File: config.mk
export PLATFORM = sky130hd
export DESIGN_NAME = div_sched_flat
export DESIGN_NICKNAME = d
export VERILOG_FILES = /design/src/rtl/div_pkg.sv /design/src/rtl/div_sched_if.sv /design/src/rtl/div_rr_arb.sv /design/src/rtl/div_sched.sv /design/src/flat_wrapper.sv
export SDC_FILE = /design/constraint.sdc
export NUM_CORES = 1
export LEC_CHECK = 0
export ABC_CLOCK_PERIOD_IN_PS = 1700
export CORE_AREA = 5 5 177 179
export DETAILED_ROUTE_END_ITERATION = 10
export DIE_AREA = 0 0 182 184
export GPL_ROUTABILITY_DRIVEN = 0
export HOLD_SLACK_MARGIN = 0.08
export PLACE_DENSITY = 0.59
export SLEW_MARGIN = 0
export SYNTH_ARGS = -nofsm -noshare
export SYNTH_HDL_FRONTEND = slang
export SYNTH_SLANG_ARGS = --single-unit
File: constraint.sdc
create_clock -name clk -period 1.7 [get_ports clk]
set_input_delay 0.34 -clock clk [delete_from_list [all_inputs] [get_ports clk]]
set_output_delay 0.34 -clock clk [all_outputs]
set_load 0.01 [all_outputs]
File: src/rtl/div_pkg.sv
// div_sched shared definitions: FSM encoding, operand width and nominal
// gnt-to-done latency of a divider operation.
package div_pkg;

  localparam int unsigned W           = 32;
  localparam int unsigned DIV_LATENCY = 36;

  typedef enum logic [1:0] {
    IDLE = 2'd0,
    RUN  = 2'd1,
    CAPT = 2'd2,
    DONE = 2'd3
  } state_t;

endpackage

File: src/rtl/div_sched_if.sv
// Requester-side bus of div_sched: packed per-requester operands, grant and
// completion pulses, shared result.
interface div_sched_if #(
  parameter int unsigned NREQ = 4,
  parameter int unsigned W    = div_pkg::W
);

  logic [NREQ-1:0]   req;
  logic [NREQ*W-1:0] a;
  logic [NREQ*W-1:0] b;
  logic [NREQ-1:0]   gnt;
  logic [NREQ-1:0]   done;
  logic [W-1:0]      q;
  logic [W-1:0]      r;
  logic              err;
  logic              busy;

  modport master (output req, a, b, input gnt, done, q, r, err, busy);
  modport slave  (input req, a, b, output gnt, done, q, r, err, busy);

endinterface

File: src/rtl/div_rr_arb.sv
// Round-robin arbiter: the search starts one position past the last
// granted requester and wraps, so a lone requester always wins.
module div_rr_arb #(
  parameter int unsigned NREQ = 4,
  parameter int unsigned IW   = (NREQ > 1) ? $clog2(NREQ) : 1
) (
  input  logic [NREQ-1:0] req,
  input  logic [IW-1:0]   last,
  output logic [NREQ-1:0] win,
  output logic [IW-1:0]   win_idx,
  output logic            any
);

  logic [IW-1:0] j;

  always_comb begin
    win     = '0;
    win_idx = '0;
    any     = 1'b0;
    j       = '0;
    for (int unsigned k = 1; k <= NREQ; k++) begin
      j = IW'((32'(last) + k) % NREQ);
      if (!any && req[j]) begin
        any     = 1'b1;
        win_idx = j;
      end
    end
    win[win_idx] = any;
  end

endmodule

File: src/rtl/div_sched.sv
// div_sched: round-robin scheduler sharing one 32-bit divider among NREQ
// requesters. Build macro DIV_SCHED_ZERO_BYPASS_EN answers b==0 locally.
module div_sched
  import div_pkg::*;
#(
  parameter int unsigned NREQ = 4,
  parameter int unsigned W    = div_pkg::W
) (
  input  logic         clk,
  input  logic         reset,
  div_sched_if.slave   bus,
  output logic         div_start,
  output logic [W-1:0] div_a,
  output logic [W-1:0] div_b,
  input  logic         div_ok,
  input  logic         div_err,
  input  logic [W-1:0] div_d,
  input  logic [W-1:0] div_r
);

  localparam int unsigned IW = (NREQ > 1) ? $clog2(NREQ) : 1;

  state_t          state, state_nx;
  logic [IW-1:0]   last, idx, win_idx;
  logic [NREQ-1:0] win, gnt, done;
  logic            any, seen_busy, err;
  logic [W-1:0]    a_sel, b_sel, q, r;
  logic            issue_div, zero_hold;
  logic [W-1:0]    cap_q, cap_r;
  logic            cap_err;

  div_rr_arb #(.NREQ(NREQ), .IW(IW)) u_arb (
    .req     (bus.req),
    .last    (last),
    .win     (win),
    .win_idx (win_idx),
    .any     (any)
  );

  assign a_sel = bus.a[win_idx*W +: W];
  assign b_sel = bus.b[win_idx*W +: W];

`ifdef DIV_SCHED_ZERO_BYPASS_EN
  assign issue_div = (b_sel != '0);
  // A bypassed op dwells two cycles in CAPT; seen_busy marks the second one.
  assign zero_hold = (div_b == '0) && !seen_busy;
  assign cap_q     = (div_b == '0) ? '1 : div_d;
  assign cap_r     = (div_b == '0) ? div_a : div_r;
  assign cap_err   = (div_b == '0) ? 1'b1 : div_err;
`else
  assign issue_div = 1'b1;
  assign zero_hold = 1'b0;
  assign cap_q     = div_d;
  assign cap_r     = div_r;
  assign cap_err   = div_err;
`endif

  always_comb begin
    state_nx = state;
    unique case (state)
      IDLE:    if (any) state_nx = issue_div ? RUN : CAPT;
      RUN:     if (div_ok && seen_busy) state_nx = CAPT;
      CAPT:    if (!zero_hold) state_nx = DONE;
      DONE:    state_nx = IDLE;
      default: state_nx = IDLE;
    endcase
  end

  always_ff @(posedge clk or negedge reset) begin
    if (!reset) begin
      state     <= IDLE;
      gnt       <= '0;
      done      <= '0;
      div_start <= 1'b0;
      err       <= 1'b0;
      q         <= '0;
      r         <= '0;
      div_a     <= '0;
      div_b     <= '0;
      idx       <= '0;
      last      <= IW'(NREQ - 1);
      seen_busy <= 1'b0;
    end else begin
      state <= state_nx;
      gnt   <= '0;
      done  <= '0;
      unique case (state)
        IDLE: if (any) begin
          gnt       <= win;
          div_a     <= a_sel;
          div_b     <= b_sel;
          idx       <= win_idx;
          last      <= win_idx;
          div_start <= issue_div;
        end
        RUN: if (!div_ok) seen_busy <= 1'b1;
        CAPT: begin
          if (zero_hold) begin
            seen_busy <= 1'b1;
          end else begin
            q         <= cap_q;
            r         <= cap_r;
            err       <= cap_err;
            div_start <= 1'b0;
            done[idx] <= 1'b1;
          end
        end
        DONE: seen_busy <= 1'b0;
        default: ;
      endcase
    end
  end

  assign bus.gnt  = gnt;
  assign bus.done = done;
  assign bus.q    = q;
  assign bus.r    = r;
  assign bus.err  = err;
  assign bus.busy = (state != IDLE);

endmodule

File: src/flat_wrapper.sv
// flat-port wrapper written by rule: the top's interface ports become plain ports
module div_sched_flat import div_pkg::*;
#(
  parameter int unsigned NREQ = 4,
  parameter int unsigned W    = div_pkg::W
)
  (clk, reset, div_start, div_a, div_b, div_ok, div_err, div_d, div_r, bus_req, bus_a, bus_b, bus_gnt, bus_done, bus_q, bus_r, bus_err, bus_busy);
  div_sched_if #(.NREQ(NREQ), .W(W)) bus_i ();
  input  logic clk;
  input  logic reset;
  output logic div_start;
  output logic [W-1:0] div_a;
  output logic [W-1:0] div_b;
  input  logic div_ok;
  input  logic div_err;
  input  logic [W-1:0] div_d;
  input  logic [W-1:0] div_r;
  input wire logic [$bits(bus_i.req)-1:0] bus_req;
  input wire logic [$bits(bus_i.a)-1:0] bus_a;
  input wire logic [$bits(bus_i.b)-1:0] bus_b;
  output wire logic [$bits(bus_i.gnt)-1:0] bus_gnt;
  output wire logic [$bits(bus_i.done)-1:0] bus_done;
  output wire logic [$bits(bus_i.q)-1:0] bus_q;
  output wire logic [$bits(bus_i.r)-1:0] bus_r;
  output wire logic [$bits(bus_i.err)-1:0] bus_err;
  output wire logic [$bits(bus_i.busy)-1:0] bus_busy;
  assign bus_i.req = bus_req;
  assign bus_i.a = bus_a;
  assign bus_i.b = bus_b;
  assign bus_gnt = bus_i.gnt;
  assign bus_done = bus_i.done;
  assign bus_q = bus_i.q;
  assign bus_r = bus_i.r;
  assign bus_err = bus_i.err;
  assign bus_busy = bus_i.busy;
  div_sched #(.NREQ(NREQ), .W(W)) u_core (.clk(clk), .reset(reset), .bus(bus_i), .div_start(div_start), .div_a(div_a), .div_b(div_b), .div_ok(div_ok), .div_err(div_err), .div_d(div_d), .div_r(div_r));
endmodule
### Yosys cells after proc, flatten, opt, wreduce, memory -nomap -nowiden

Cells that the tools add are included.

* $lt $le $gt $ge: 8
* shifts and indexed selects: 2
* eq/ne operators: 6
* bitwise operators: 1
* add/subtract/negate cells: 4
* reductions and logical operators: 17
* mux-type cells: 30

Operators by type and width (number)
* indexed part select 128 x 8 -> 32 bit: 2
* < comparator 2 x 3 -> 1 bit, second input constant: 6
* 2-to-1 mux 1 bit: 12
* 2-to-1 mux 2 bit: 6
* 2-to-1 mux 4 bit: 3
* binary-select mux 1 bit (select 2 bit): 4
* case mux 2 bit (4 select lines): 1
* AND reduction 2 bit: 4
* logical AND 1 bit: 6
* nonzero test 2 bit: 3
* adder 2 x 1 -> 2 bit, second input constant: 2
* adder 2 bit, second input constant: 2
* bitwise AND 4 bit: 1
* demux 1 bit (select 2 bit): 2
* == test 2 bit, second input constant: 2
* >= comparator 2 x 1 -> 1 bit, second input constant: 2
* != test 2 x 1 -> 1 bit, second input constant: 2
* case mux 1 bit (2 select lines): 2
* zero test 1 bit: 3
* == test 2 x 1 -> 1 bit, second input constant: 1
* zero test 2 bit: 1
* != test 2 bit, second input constant: 1

* flip-flop bits (word level): 145
* output and inout port bits: 139
* word-level logic and storage cells: 80
* input port bits: 328

### Longest topological paths before layout

Gate-level depths: netlist of run 1.

* word-level depth: 20
* depth in mapped cells: 9
* depth with buffers taken out: 6

### Modules after synthesis

A second synthesis of run 1 with hierarchy kept.

* cell total of the unflattened synthesis: 586
* area total of the unflattened synthesis: 7589.8 µm²

By module, submodules not included
* div_sched: instances 1, cells each 552, sequential area each 3631.0 µm², area each 7367.1 µm²
* div_rr_arb: instances 1, cells each 34, sequential area each 0.0 µm², area each 222.7 µm²

### Worst setup path before layout of run 1

OpenSTA, ideal clock, no wires.

* path kind: register to register
* start: register u_core.last[1]
* end: register u_core.div_b[24]
* path slack: -0.121 ns
* library setup time: 0.142 ns
* period minus slack after synthesis: 1.821 ns
* required time: 1.558 ns
* buffers on the path: 4
* data arrival time: 1.679 ns
* stages on the path, launching flop included: 10
* cell sequence: dfstp_2 > buf_4 > nand2_1 > a21oi_1 > o221a_1 > buf_6 > buf_12 > buf_12 > mux2i_1 > o221ai_1

* word-level cells in the longest chain between the ends: 14
* elaborated cells on any way between the ends: 28
* classes of those cells: add/sub (4); shift (1); mux (16); reduce/logical (7)

RTL lines
* from (decl): RTL line div_sched.sv:24 `logic [IW-1:0] last, idx, win_idx;`
* from (signal assigned): RTL line div_sched.sv:81 `last <= IW'(NREQ - 1);`
* from (signal assigned): RTL line div_sched.sv:93 `last <= win_idx;`
* adder 2 x 1 -> 2 bit: RTL line div_rr_arb.sv:22 `j = IW'((32'(last) + k) % NREQ);`
* binary-select mux 1 bit (select 2 bit): RTL line div_rr_arb.sv:23 `if (!any && req[j]) begin`
* 2-to-1 mux 1 bit (not written as such): RTL line div_rr_arb.sv:23
* 2-to-1 mux 1 bit: RTL line div_rr_arb.sv:23
* zero test 1 bit: RTL line div_rr_arb.sv:23
* logical AND 1 bit: RTL line div_rr_arb.sv:23
* 2-to-1 mux 1 bit: RTL line div_rr_arb.sv:23
* zero test 1 bit: RTL line div_rr_arb.sv:23
* logical AND 1 bit: RTL line div_rr_arb.sv:23
* 2-to-1 mux 1 bit: RTL line div_rr_arb.sv:23
* zero test 1 bit: RTL line div_rr_arb.sv:23
* logical AND 1 bit: RTL line div_rr_arb.sv:23
* 2-to-1 mux 2 bit or 2-to-1 mux 1 bit (tied branches): RTL line div_rr_arb.sv:23
* indexed part select 128 x 8 -> 32 bit or AND reduction 2 bit (tied branches)
* to (signal assigned): RTL line div_sched.sv:91 `div_b <= b_sel;`
* to (decl): RTL line div_sched.sv:14 `output logic [W-1:0] div_b,`

Parallel ways exist; a longest one is shown, timed or not. The select of a mux whose other input is x is not followed.
A chain may end at the register's enable or synchronous reset.

### Worst setup path in the final report of run 1

* start: register u_core.last[1]
* end: register u_core.div_b[15]

Same word-level chain as after synthesis.

==> results.json, run 1 <==
{
  "yosys_warnings": 0,
  "grt_max_degree": 46,
  "ys_ff_latch": 145,
  "synth.distinct_cells": 32,
  "fmax_ghz": 0.525,
  "grt_usage_pct": 17.2,
  "grt_pass1_vias": 7379,
  "ir_worst_vdd_uv": 793,
  "synth.area.mux_share_pct": 28.4,
  "dpl_cell_area_um2": 12500,
  "total_power_uw": 21800,
  "r2r_start": "u_core.last[1]",
  "async_flop_share_pct": 100,
  "synth_nets": 898,
  "path_class": "flip-flop to flip-flop",
  "post-route-drc-count": 0,
  "insertion_delay_ps": 420,
  "synth-edff-count": 0,
  "root_buffer": "clkbuf_16",
  "ys.flop_type": "dfrtp_1",
  "rrSetupSlack_ps": -200,
  "powerDensity_nw_per_um2": 1590,
  "post-dp-hpwl_um": 22700,
  "intPower_uw": 13900,
  "final_max_slew_viol_count": 0,
  "outcome": "finished, violations left",
  "post-route-util_pct": 46.7,
  "die_h_um": 184,
  "tightest_slew_ps": 446,
  "synthAdderAreaFrac_pct": 0.699,
  "drive_above_1_share_pct": 18.0,
  "seqPwrFrac_pct": 27.9,
  "hold_violations": 0,
  "synth-seq-area-share_pct": 50.7,
  "clk_pin_slew_ps": 70,
  "antenna_found_initial": 0,
  "grt_overflow": 0,
  "drt-initial-drc-count": 265,
  "finalCriticalPeriod_ps": 1900,
  "synthXorXnorAreaFrac_pct": 0,
  "rsz0062_at_grt": "yes",
  "synth_top_cells_by_count": "143 x dfrtp_1, 129 x mux2i_1, 75 x nand2_1",
  "num_rows": 63,
  "die_x_um": 182,
  "crit_arrival_ps": 2190,
  "swShare_pct": 36.5,
  "drt_wl_total_um": 30700,
  "cp.required_ps": 1980,
  "nets": 1400,
  "core_area_um2": 29400,
  "synth-simple-area-share_pct": 5.08,
  "crit_path_end_kind": "flip-flop",
  "ios": 467,
  "port_buffers": 466,
  "max_cap_violations": 0,
  "min_period_over_period_pct": 112,
  "hold_class": "input pin to async pin",
  "fillers": 2705,
  "area_growth_pct": 91.8,
  "diodes": 0,
  "grt_pass1_wl_um": 44500,
  "clkPwrFrac_pct": 17.9,
  "ff_latch_area_um2": 3630,
  "p_leak_uw": 0.00667,
  "design_area_um2": 13700,
  "drtAntennaViolNets": 0,
  "pre_cts_ws_ps": -629,
  "routedWlPerCell_um": 20.8,
  "worst_slack_ps": -205,
  "viasPerCell": 4.47,
  "synth_cells": 566,
  "power_frac_comb_pct": 54.3,
  "worstReg2RegEnd": "u_core.div_b[15]",
  "num_vias": 6574,
  "syn_area_um2": 7160,
  "numCtsBuffers": 17,
  "clk_path_buf_depth": 2,
  "slew_headroom_pct": 70.3,
  "reg2regPathDepth": 6,
  "yosysTopAreaCellShare_pct": 50.0,
  "multiInputGateArea_um2": 3290,
  "hold_slack_ps": 405,
  "violations": "setup timing",
  "start_util_pct": 24.4,
  "startpoint_type": "flip-flop",
  "first_pass_iters": 4,
  "yosysMostFrequentCell": "dfrtp_1",
  "synth_area_leaders": "dfrtp_1 50%, mux2i_1 18%, mux2_2 10%",
  "synth_top_family_by_area": "multiplexers",
  "htree_levels": 4,
  "switching_power_uw": 7970,
  "synth_top_area_cell": "dfrtp_1",
  "cts_tree": "yes",
  "finalSetupViolations": 64,
  "skew_ps": 14.1,
  "synth-compound-area-share_pct": 9.17,
  "tritoncts_num_sinks": 145,
  "synth.avg_cell_area_um2": 12.7,
  "path_max_fanout": 8,
  "die_area_um2": 33500
}
## timing repair
action                                  CTS  global route
hold buffers                              1             0
pin swaps                                 6             7
gates resized for setup                  78            98
gates cloned                              1             6
setup buffers                             8             0
endpoints found under the hold margin    29             0
endpoints found under the setup margin  115           138
## per-layer routing
metal	up-vias	global-route usage, %	wire, µm
li1	3108	-	-
met1	3155	20.7	12100
met2	284	28.8	15300
met3	27	6.89	2760
met4	0	4.11	519
met5	-	0	0
## worst max path at each step
| stage | start | endpoint | slack [ps] |
|---|---|---|---|
| 4_1_cts | u_core.last[1] | u_core.div_a[20] | -220 |
| 5_1_grt | u_core.last[1] | u_core.div_b[6] | -320 |
| 3_5_place_dp | bus_req[1] | u_core.div_b[15] | -630 |
| 2_1_floorplan | u_core.last[1] | u_core.div_b[29] | -100 |
| 6_report | u_core.last[1] | u_core.div_b[15] | -200 |
| 3_3_place_gp | bus_req[1] | u_core.div_b[15] | -610 |
## cell type report
type	count	area share, %
Timing Repair Buffer	528	41.4
Sequential cell	145	26.4
Multi-Input combinational cell	369	24.0
Tap cell	390	3.55
Clock buffer	17	3.10
Clock inverter	15	1.37
Inverter	7	0.191
## critical path, stage by stage, from the launching register on
cell      delay, ps
dfstp_2         560
mux2i_1         220
o221a_4         290
buf_12          170
buf_12          150
mux2i_4         240
o221ai_1        130
## logic make-up after synthesis
logic type      after synthesis
mux                         195
buf+inv                      52
fa+ha+maj                     4
compound gates               79
simple gates                 91
flops                       145
## metrics by stage
stage                     cells  TNS [ps]
after detailed placement   1423    -35380
final                      1471    -10160
after global placement     1423    -33700
after floorplan             566     -6130
after CTS                  1465    -11170
after global routing       1471    -17130
## power groups by stage
stage	combinational, µW	clock [µW]	sequential, µW
after CTS	11800	4040	6150
after global placement	11600	0	6170
after floorplan	5090	0	6840
after detailed placement	11700	0	6220
after global routing	12800	4180	6310
final	11900	3900	6090
## state kept, by name, indices dropped and copies added, names as in the netlist
name and cells:
u_core.last 2, u_core.bus.q 32, u_core.div_start 1, u_core.bus.gnt 4, u_core.bus.done 4, u_core.seen_busy 1, u_core.state 2, u_core.idx 2
u_core.div_b 32, u_core.bus.r 32, u_core.bus.err 1, u_core.div_a 32
## placed cells by master (no fill, tap or decap), types with 4 or more instances in the layout
cell,netlist,final
mux2i_1,129,113
dlygate4sd2_1,0,50
mux2i_2,0,8
clkinv_8,0,6
o221ai_1,64,61
mux2_2,66,66
nor2_1,9,9
inv_1,6,5
clkbuf_16,0,22
dlymetal6s2s_1,0,71
a21oi_1,6,4
nand2_1,75,73
dfrtp_1,143,143
clkdlybuf4s50_1,0,343
buf_8,0,5
buf_12,8,21
inv_8,0,5
buf_4,1,27
mux2i_4,0,8
(Power assumes the default switching activity.)
==> inputs of run 2 (changes only) <==
--- a/config.mk
+++ b/config.mk
@@ -10,7 +10,7 @@
 export DETAILED_ROUTE_END_ITERATION = 10
 export DIE_AREA = 0 0 182 184
 export GPL_ROUTABILITY_DRIVEN = 0
-export HOLD_SLACK_MARGIN = 0.08
+export HOLD_SLACK_MARGIN = 0.05
 export PLACE_DENSITY = 0.59
 export SLEW_MARGIN = 0
 export SYNTH_ARGS = -nofsm -noshare
==> results of run 2 <==
No change in the layout: final DEF, timing and power equal those of run 1.
